--- config.mk ---
export PLATFORM = sky130hd
export DESIGN_NAME = csa_accumulator_flat
export DESIGN_NICKNAME = d
export VERILOG_FILES = /design/src/rtl/csa_accumulator_if.sv /design/src/rtl/csa_accumulator.sv /design/src/flat_wrapper.sv
export SDC_FILE = /design/constraint.sdc
export NUM_CORES = 1
export LEC_CHECK = 0
export CAP_MARGIN = 5
export CELL_PAD_IN_SITES_DETAIL_PLACEMENT = 1
export CELL_PAD_IN_SITES_GLOBAL_PLACEMENT = 2
export CORE_MARGIN = 2
export CORE_UTILIZATION = 30
export CTS_CLUSTER_DIAMETER = 30
export DETAILED_ROUTE_END_ITERATION = 10
export GPL_TIMING_DRIVEN = 1
export PLACE_DENSITY_LB_ADDON = 0.1
export SLEW_MARGIN = 10
export SYNTH_ARGS = -nofsm -noshare
export SYNTH_HDL_FRONTEND = slang
export SYNTH_SLANG_ARGS = --single-unit
--- constraint.sdc ---
create_clock -name clock -period 3.2 [get_ports clock]
set_input_delay 0.96 -clock clock [delete_from_list [all_inputs] [get_ports clock]]
set_output_delay 0.96 -clock clock [all_outputs]
set_load 0.05 [all_outputs]
--- src/rtl/csa_accumulator_if.sv ---
// ---------------------------------------------------------------------------
// csa_accumulator_if
//
// Groups the operand-beat and result handshakes of csa_accumulator.
//   in_valid / in_ready / in_0 / in_1 / in_last : operand beat channel
//   out_valid / out_ready                        : result handshake
//   out_result : binary (sum + carry) of the closed group
//   out_sum / out_carry : redundant pair, carry already weight-aligned
//   out_count  : number of beats in the group (wraps)
// slave  modport: the accumulator itself.
// master modport: the producer/consumer around it.
// ---------------------------------------------------------------------------
interface csa_accumulator_if #(
    parameter int WIDTH     = 16,
    parameter int ACC_WIDTH = 24,
    parameter int CNT_WIDTH = 8
);
    logic                 in_valid;
    logic                 in_ready;
    logic [WIDTH-1:0]     in_0;
    logic [WIDTH-1:0]     in_1;
    logic                 in_last;
    logic                 out_valid;
    logic                 out_ready;
    logic [ACC_WIDTH-1:0] out_result;
    logic [ACC_WIDTH-1:0] out_sum;
    logic [ACC_WIDTH-1:0] out_carry;
    logic [CNT_WIDTH-1:0] out_count;

    modport slave (
        input  in_valid, in_0, in_1, in_last, out_ready,
        output in_ready, out_valid, out_result, out_sum, out_carry, out_count
    );

    modport master (
        output in_valid, in_0, in_1, in_last, out_ready,
        input  in_ready, out_valid, out_result, out_sum, out_carry, out_count
    );
endinterface

--- src/rtl/csa_accumulator.sv ---
// ---------------------------------------------------------------------------
// csa_accumulator
//
// Sequential carry-save accumulator. Every accepted beat folds two operands
// into a redundant sum/carry pair through one 4:2 compressor row, so no
// carry ripples per beat. The beat flagged last moves the block into a
// one-cycle resolve stage that adds the pair into a binary result, after
// which the result, the redundant pair and the beat count are held on the
// output handshake until the consumer takes them.
//
// Ports:
//   clock : rising-edge clock for all state
//   reset : synchronous, active-high; discards any partial group
//   bus   : csa_accumulator_if.slave (operand beats in, result out)
//
// Parameters: WIDTH >= 2, ACC_WIDTH >= WIDTH+1, CNT_WIDTH, SIGNED (1 =
// sign-extend operands, 0 = zero-extend). Arithmetic is mod 2^ACC_WIDTH.
// ---------------------------------------------------------------------------
module csa_accumulator #(
    parameter int WIDTH     = 16,
    parameter int ACC_WIDTH = 24,
    parameter int CNT_WIDTH = 8,
    parameter bit SIGNED    = 1'b0
) (
    input  logic              clock,
    input  logic              reset,
    csa_accumulator_if.slave  bus
);

    typedef enum logic [1:0] {
        ST_ACC     = 2'd0,
        ST_RESOLVE = 2'd1,
        ST_HOLD    = 2'd2
    } state_t;

    state_t               state_q, state_d;
    logic [ACC_WIDTH-1:0] sum_q, sum_d;
    logic [ACC_WIDTH-1:0] carry_q, carry_d;
    logic [ACC_WIDTH-1:0] result_q, result_d;
    logic [CNT_WIDTH-1:0] cnt_q, cnt_d;

    logic                 in_ready_c;
    logic                 out_valid_c;

    logic [ACC_WIDTH-1:0] x_ext, y_ext;
    logic [ACC_WIDTH-1:0] fa1_s, fa1_c;
    logic [ACC_WIDTH-1:0] row_s, row_c;
    logic [ACC_WIDTH-1:0] row_cin;
    logic                 unused_row_msb;

    // Operand extension to accumulator width.
    generate
        if (SIGNED) begin : g_sext
            assign x_ext = {{(ACC_WIDTH-WIDTH){bus.in_0[WIDTH-1]}}, bus.in_0};
            assign y_ext = {{(ACC_WIDTH-WIDTH){bus.in_1[WIDTH-1]}}, bus.in_1};
        end else begin : g_zext
            assign x_ext = {{(ACC_WIDTH-WIDTH){1'b0}}, bus.in_0};
            assign y_ext = {{(ACC_WIDTH-WIDTH){1'b0}}, bus.in_1};
        end
    endgenerate

    // 4:2 compressor row: first full adder folds (sum, carry, x); its carry
    // travels one column left as the cin of the second full adder, which
    // folds (fa1_s, y, cin). The second adder's carry becomes the new
    // carry vector after a one-bit left shift.
    assign row_cin[0] = 1'b0;

    generate
        for (genvar gi = 0; gi < ACC_WIDTH; gi++) begin : g_row
            assign fa1_s[gi] = sum_q[gi] ^ carry_q[gi] ^ x_ext[gi];
            assign fa1_c[gi] = (sum_q[gi] & carry_q[gi])
                             | (sum_q[gi] & x_ext[gi])
                             | (carry_q[gi] & x_ext[gi]);
            assign row_s[gi] = fa1_s[gi] ^ y_ext[gi] ^ row_cin[gi];
            assign row_c[gi] = (fa1_s[gi] & y_ext[gi])
                             | (fa1_s[gi] & row_cin[gi])
                             | (y_ext[gi] & row_cin[gi]);
            if (gi < ACC_WIDTH - 1) begin : g_chain
                assign row_cin[gi+1] = fa1_c[gi];
            end
        end
    endgenerate

    // Both MSB carries carry weight 2^ACC_WIDTH and vanish modulo the width.
    assign unused_row_msb = fa1_c[ACC_WIDTH-1] ^ row_c[ACC_WIDTH-1];

    always_ff @(posedge clock) begin
        if (reset) begin
            state_q  <= ST_ACC;
            sum_q    <= '0;
            carry_q  <= '0;
            result_q <= '0;
            cnt_q    <= '0;
        end else begin
            state_q  <= state_d;
            sum_q    <= sum_d;
            carry_q  <= carry_d;
            result_q <= result_d;
            cnt_q    <= cnt_d;
        end
    end

    always_comb begin
        state_d     = state_q;
        sum_d       = sum_q;
        carry_d     = carry_q;
        result_d    = result_q;
        cnt_d       = cnt_q;
        in_ready_c  = 1'b0;
        out_valid_c = 1'b0;
        case (state_q)
            ST_ACC: begin
                in_ready_c = 1'b1;
                if (bus.in_valid) begin
                    sum_d   = row_s;
                    carry_d = {row_c[ACC_WIDTH-2:0], 1'b0};
                    cnt_d   = cnt_q + CNT_WIDTH'(1);
                    if (bus.in_last) begin
                        state_d = ST_RESOLVE;
                    end
                end
            end
            ST_RESOLVE: begin
                result_d = sum_q + carry_q;
                state_d  = ST_HOLD;
            end
            ST_HOLD: begin
                out_valid_c = 1'b1;
                // result_q is kept so the last result stays visible.
                if (bus.out_ready) begin
                    sum_d   = '0;
                    carry_d = '0;
                    cnt_d   = '0;
                    state_d = ST_ACC;
                end
            end
            default: begin
                state_d = ST_ACC;
            end
        endcase
    end

    assign bus.in_ready   = in_ready_c;
    assign bus.out_valid  = out_valid_c;
    assign bus.out_result = result_q;
    assign bus.out_sum    = sum_q;
    assign bus.out_carry  = carry_q;
    assign bus.out_count  = cnt_q;

endmodule

--- src/flat_wrapper.sv ---
// flat-port wrapper written by rule: the top's interface ports become plain ports
module csa_accumulator_flat 
#(
    parameter int WIDTH     = 16,
    parameter int ACC_WIDTH = 24,
    parameter int CNT_WIDTH = 8,
    parameter bit SIGNED    = 1'b0
)
  (clock, reset, bus_in_valid, bus_in_0, bus_in_1, bus_in_last, bus_out_ready, bus_in_ready, bus_out_valid, bus_out_result, bus_out_sum, bus_out_carry, bus_out_count);
  csa_accumulator_if #(.WIDTH(WIDTH), .ACC_WIDTH(ACC_WIDTH), .CNT_WIDTH(CNT_WIDTH)) bus_i ();
  input  logic clock;
  input  logic reset;
  input wire logic [$bits(bus_i.in_valid)-1:0] bus_in_valid;
  input wire logic [$bits(bus_i.in_0)-1:0] bus_in_0;
  input wire logic [$bits(bus_i.in_1)-1:0] bus_in_1;
  input wire logic [$bits(bus_i.in_last)-1:0] bus_in_last;
  input wire logic [$bits(bus_i.out_ready)-1:0] bus_out_ready;
  output wire logic [$bits(bus_i.in_ready)-1:0] bus_in_ready;
  output wire logic [$bits(bus_i.out_valid)-1:0] bus_out_valid;
  output wire logic [$bits(bus_i.out_result)-1:0] bus_out_result;
  output wire logic [$bits(bus_i.out_sum)-1:0] bus_out_sum;
  output wire logic [$bits(bus_i.out_carry)-1:0] bus_out_carry;
  output wire logic [$bits(bus_i.out_count)-1:0] bus_out_count;
  assign bus_i.in_valid = bus_in_valid;
  assign bus_i.in_0 = bus_in_0;
  assign bus_i.in_1 = bus_in_1;
  assign bus_i.in_last = bus_in_last;
  assign bus_i.out_ready = bus_out_ready;
  assign bus_in_ready = bus_i.in_ready;
  assign bus_out_valid = bus_i.out_valid;
  assign bus_out_result = bus_i.out_result;
  assign bus_out_sum = bus_i.out_sum;
  assign bus_out_carry = bus_i.out_carry;
  assign bus_out_count = bus_i.out_count;
  csa_accumulator #(.WIDTH(WIDTH), .ACC_WIDTH(ACC_WIDTH), .CNT_WIDTH(CNT_WIDTH), .SIGNED(SIGNED)) u_core (.clock(clock), .reset(reset), .bus(bus_i));
endmodule
## Word-level counts from Yosys, hierarchy flattened

Index checks and enable logic that the tools add are counted.

| storage, ports and cells | value |
|---|---|
| flip-flop bits (word level) | 82 |
| word-level logic and storage cells | 279 |
| output and inout port bits | 82 |

| operators by class | value |
|---|---|
| reduce and logical (&&, ||, !) cells | 4 |
| eq/ne operators | 5 |
| bitwise gates (word level) | 249 |
| add/sub/neg operators | 2 |
| mux-type cells | 14 |

Operator list:

| operator | number |
|---|---|
| $and A1 B1 Y1 | 108 |
| $pmux W24 S2 | 2 |
| $xor A1 B1 Y1 | 79 |
| $mux W24 | 3 |
| $or A1 B1 Y1 | 62 |
| $add A24 B24 Y24 | 1 |
| $mux W8 | 2 |
| $pmux W8 S2 | 1 |
| $add A8 B1 Y8 const B | 1 |
| $mux W2 | 3 |
| $ne A2 B2 Y1 const B | 3 |
| $pmux W2 S3 | 1 |
| $reduce_and A3 Y1 | 2 |
| $eq A2 B1 Y1 const B | 1 |
| $eq A2 B2 Y1 const B | 1 |
| $logic_not A2 Y1 | 1 |
| $mux W1 | 2 |
| $reduce_bool A2 Y1 | 1 |

## Longest topological paths before layout

| logic depth | value |
|---|---|
| depth in word-level cells | 8 |
| depth in mapped cells | 11 |
| depth with buffers taken out | 11 |

## Worst setup path before layout

OpenSTA, ideal clock, no wires.

| timing path | value |
|---|---|
| path kind | register to register |
| from | register u_core.sum_q[1] (netlist: u_core.bus.out_sum[1]) |
| to | register u_core.result_q[21] (netlist: u_core.bus.out_result[21]) |
| cell stages (with the launch flop) | 12 |
| path slack | 0.358 ns |
| arrival | 2.722 ns |
| setup time | 0.120 ns |
| cells stage by stage | dfxtp_1 -> ha_1 -> inv_1 -> fa_1 -> nand2b_1 -> a21oi_2 -> o41ai_4 -> a21oi_1 -> nor2b_4 -> o31ai_2 -> nor4b_2 -> a211o_1 |

| on the way | value |
|---|---|
| word-level cells in the longest chain between the ends | 1 |

RTL lines:

| element | RTL line | text |
|---|---|---|
| start: declaration | csa_accumulator.sv:37 | `logic [ACC_WIDTH-1:0] sum_q, sum_d;` |
| start signal: assignment | csa_accumulator.sv:96 | `sum_q <= sum_d;` |
| $add A24 B24 Y24 | csa_accumulator.sv:124 | `result_d = sum_q + carry_q;` |
| end signal: assignment | csa_accumulator.sv:98 | `result_q <= result_d;` |
| end: declaration | csa_accumulator.sv:39 | `logic [ACC_WIDTH-1:0] result_q, result_d;` |

No other way between the ends.
A chain may end at the register's enable or synchronous reset.

## Final worst setup path

| timing path | value |
|---|---|
| from | register u_core.state_q[1] |
| to | output bus_out_valid |

| on the way | value |
|---|---|
| word-level cells in the longest chain between the ends | 2 |

RTL lines:

| element | RTL line | text |
|---|---|---|
| start: declaration | csa_accumulator.sv:36 | `state_t state_q, state_d;` |
| start signal: assignment | csa_accumulator.sv:95 | `state_q <= state_d;` |
| $eq A2 B2 Y1 | csa_accumulator.sv:111 | `case (state_q)` |
| $mux W1 | csa_accumulator.sv:111 |  |
| end: declaration | flat_wrapper.sv:19 | `output wire logic [$bits(bus_i.out_valid)-1:0] bus_out_valid;` |

No other way between the ends.

==> impl_metrics.yaml <==
run_status:
  status: "finished clean"
timing:
  finClkSkew_ps: 6.01
  period_minus_slack_ps: 2830
  fin_crit_sh: 0.883
  final_max_slew_viol_count: 0
  finalHoldViolCount: 0
  tns_ps: 0
  tightest_slew_ps: 905
  max_slew_margin: 0.397
  rsz0062_at_grt: "false"
  setup_viol: 0
  fmax_mhz: 354
routing:
  vias: 4131
  wl_um: 13600
  first_pass_iters: 4
  wl_per_cell_um: 16.0
  drc: 0
  drtAntennaViolNets: 0
  vias_per_cell: 4.87
  drtIter0Drc: 135
flow_run:
  cap_violations: 0
worst_setup_path:
  critPathTopFamily: "buffers and inverters"
  critPathMaxStageDelay_ps: 850
  critPathBufInv: 1
  worstPathCellList: "nor2b_1 -> clkdlybuf4s50_1"
  crit_path_max_fanout: 5
  worstSetupEndpoint: "bus_out_valid"
  path_depth: 2
  regToRegSetupSlack_ps: 380
  r2r-end: "u_core.bus.out_result[21]"
  path_class: "register to output pin"
  critical_path_arrival_ps: 1870
  critical_path.endpoint_type: "output pin"
  worstRegToRegCells: 11
  worstPathRequired_ps: 2240
  cp-startpoint: "u_core.state_q[1]"
  r2r-start: "u_core.bus.out_carry[1]"
  start_kind: "register"
  slowest_stage: "clkdlybuf4s50_1"
global_routing:
  grt_overflow_total: 0
  grt_pass1_vias: 4415
  antenna_found_initial: 0
  grt_first_pass_wirelength_um: 23200
  grt_usage: 0.164
  grt_start_max_net_pins: 50
cts:
  cts_inserted_buffers: 9
  cts.repair.resized: 0
  clock-sinks: 81
  tritoncts: "yes"
  cts_hold_buf: 0
  cts_setup_buffers: 0
  htreeDepth: 3
  clock_tree.root_cell: "clkbuf_16"
  ctsLongestPathBuffers: 2
  clkLatencyLatePin_ps: 340
  clk_pin_slew_worst_paths_ps: 60
power:
  vdd_drop_max_mv: 0.256
  totalPowerFinal_w: 0.00333
  power_leakage_nw: 2.67
  power_density_nw_per_um2: 506
min_path:
  holdPathStages: 2
  hp-class: "register to register"
place:
  post-dp-hpwl_um: 10300
  gp_congestion: 0.769
  portBuffers: 117
layout:
  diodes: 0
  drive_above_1_share: 0.0648
  filler_cell_count: 1853
  syn_to_final_growth_pct: 33.4
  nets: 736
die:
  core_area_um2: 16000
  start_util: 0.309
  ios: 119
  rows: 46
  die_y_um: 132
  fp.dieArea_um2: 17500
  fp.dieW_um: 132
logic_synthesis:
  synth_seq_cells: 81
  yosysWarnings: 0
  synth_cells: 527
  synth_edf_count: 0
  syn_area_um2: 4950
  ys.flop_type: "dfxtp_1"
  synth-seq-area-share: 0.328
  avgSynthCellArea_um2: 9.39
  syn-num-nets: 633
  synthDistinctLibCells: 59
  async_reset_ff_frac: 0
-- sequential cells by signal, summed over array words and instances (netlist names) --
| register | count |
|---|---|
| u_core.bus.out_count | 8 |
| u_core.bus.out_result | 24 |
| u_core.state_q | 2 |
| u_core.bus.out_carry | 23 |
| u_core.bus.out_sum | 24 |
-- cell type report --
class | count | area [um^2] | share of cell area
Multi-Input combinational cell | 390 | 3070 | 0.465
Clock buffer | 11 | 243 | 0.0368
Inverter | 26 | 97.6 | 0.0148
Clock inverter | 3 | 90.1 | 0.0137
Timing Repair Buffer | 122 | 1200 | 0.182
Sequential cell | 81 | 1620 | 0.246
Tap cell | 216 | 270 | 0.0410
-- kinds of logic after synthesis --
family                     after synthesis  share of synthesized area
adders and majority gates               69                      0.231
muxes                                    1                    0.00202
xor gates and xnor gates                22                     0.0390
AOI/OAI and AO/OA                      125                      0.188
buffers and inverters                   56                     0.0519
and+or+nand+nor                        172                      0.160
other                                    1                   0.000758
DFF                                     81                      0.328
-- metal layers --
metal | track usage | routed length [um] | vias to the layer above
li1 | - | - | 2010
met1 | 0.219 | 6530 | 2029
met2 | 0.266 | 6390 | 79
met3 | 0.0285 | 481 | 13
met4 | 0.0573 | 204 | 0
met5 | 0 | 0 | -
-- synth_stat cells, types with 8 or more instances --
master	n	area, um^2
nand3_1	12	60.1
xnor2_1	11	96.3
fa_1	37	741
xor2_1	11	96.3
a22oi_1	41	308
clkbuf_1	22	82.6
a21oi_1	39	195
nor2_1	84	315
o21ai_0	8	40.0
nand2_1	42	158
inv_1	26	97.6
dfxtp_1	81	1620
ha_1	32	400
-- worst min-delay path, cell delays in order (launching register included) --
cell and delay [ps]:
dfxtp_1 310, nand2_1 50, a21oi_1 50
-- layout by cell type (no fill, tap or decap), types with 2 or more instances in the layout --
| cell type | netlist | final |
|---|---|---|
| clkdlybuf4s50_1 | 0 | 116 |
| nor2_1 | 84 | 84 |
| dfxtp_1 | 81 | 81 |
| nand2_1 | 42 | 42 |
| a22oi_1 | 41 | 41 |
| a21oi_1 | 39 | 39 |
| fa_1 | 37 | 37 |
| ha_1 | 32 | 32 |
| inv_1 | 26 | 26 |
| nand3_1 | 12 | 12 |
| xor2_1 | 11 | 11 |
| xnor2_1 | 11 | 11 |
| clkbuf_16 | 0 | 9 |
| o21ai_0 | 8 | 8 |
| nand4_1 | 6 | 6 |
| nand2b_1 | 5 | 5 |
| buf_4 | 1 | 5 |
| a21o_1 | 4 | 4 |
| nor3b_1 | 4 | 4 |
| a22o_1 | 4 | 4 |
| a211oi_1 | 3 | 3 |
| a21oi_2 | 3 | 3 |
| bufinv_16 | 0 | 3 |
| or2_2 | 2 | 2 |
| nor2b_4 | 2 | 2 |
| o21a_1 | 2 | 2 |
| o311ai_4 | 2 | 2 |
| a21o_2 | 2 | 2 |
| o21bai_1 | 2 | 2 |
| nor3_1 | 2 | 2 |
| nor4b_2 | 2 | 2 |
| a211o_1 | 2 | 2 |
| nand3b_1 | 2 | 2 |
-- per-stage QoR --
step           utilization  hold WS [ps]  worst slack, ps  std cells  instance area, um^2
5_1_grt              0.412           476              125        849                 6600
3_5_place_dp         0.391           447              355        835                 6260
4_1_cts              0.412           455              346        849                 6600
6_report             0.412           451              374        849                 6600
3_3_place_gp         0.391           442              440        835                 6260
2_1_floorplan            -           658              358        527                 4950
-- power by group --
group / total, W / leakage (nW) / switching [W] / internal [W]
Combinational: 0.000990 / 1.85 / 0.000602 / 0.000388
Clock: 0.00118 / 0.162 / 0.000406 / 0.000775
Sequential: 0.00116 / 0.658 / 0.0000863 / 0.00108
Total: 0.00333 / 2.67 / 0.00109 / 0.00224
-- worst min-delay path by stage --
| stage | startpoint | end |
|---|---|---|
| after CTS | u_core.bus.out_result[6] | u_core.bus.out_result[6] |
| final | u_core.bus.out_result[13] | u_core.bus.out_result[13] |
| after detailed placement | u_core.bus.out_result[6] | u_core.bus.out_result[6] |
| after floorplan | u_core.state_q[0] | u_core.bus.out_count[2] |
| after global routing | u_core.bus.out_result[6] | u_core.bus.out_result[6] |
| after global placement | u_core.bus.out_result[6] | u_core.bus.out_result[6] |
Note: power is estimated with default switching activity, not from simulation.
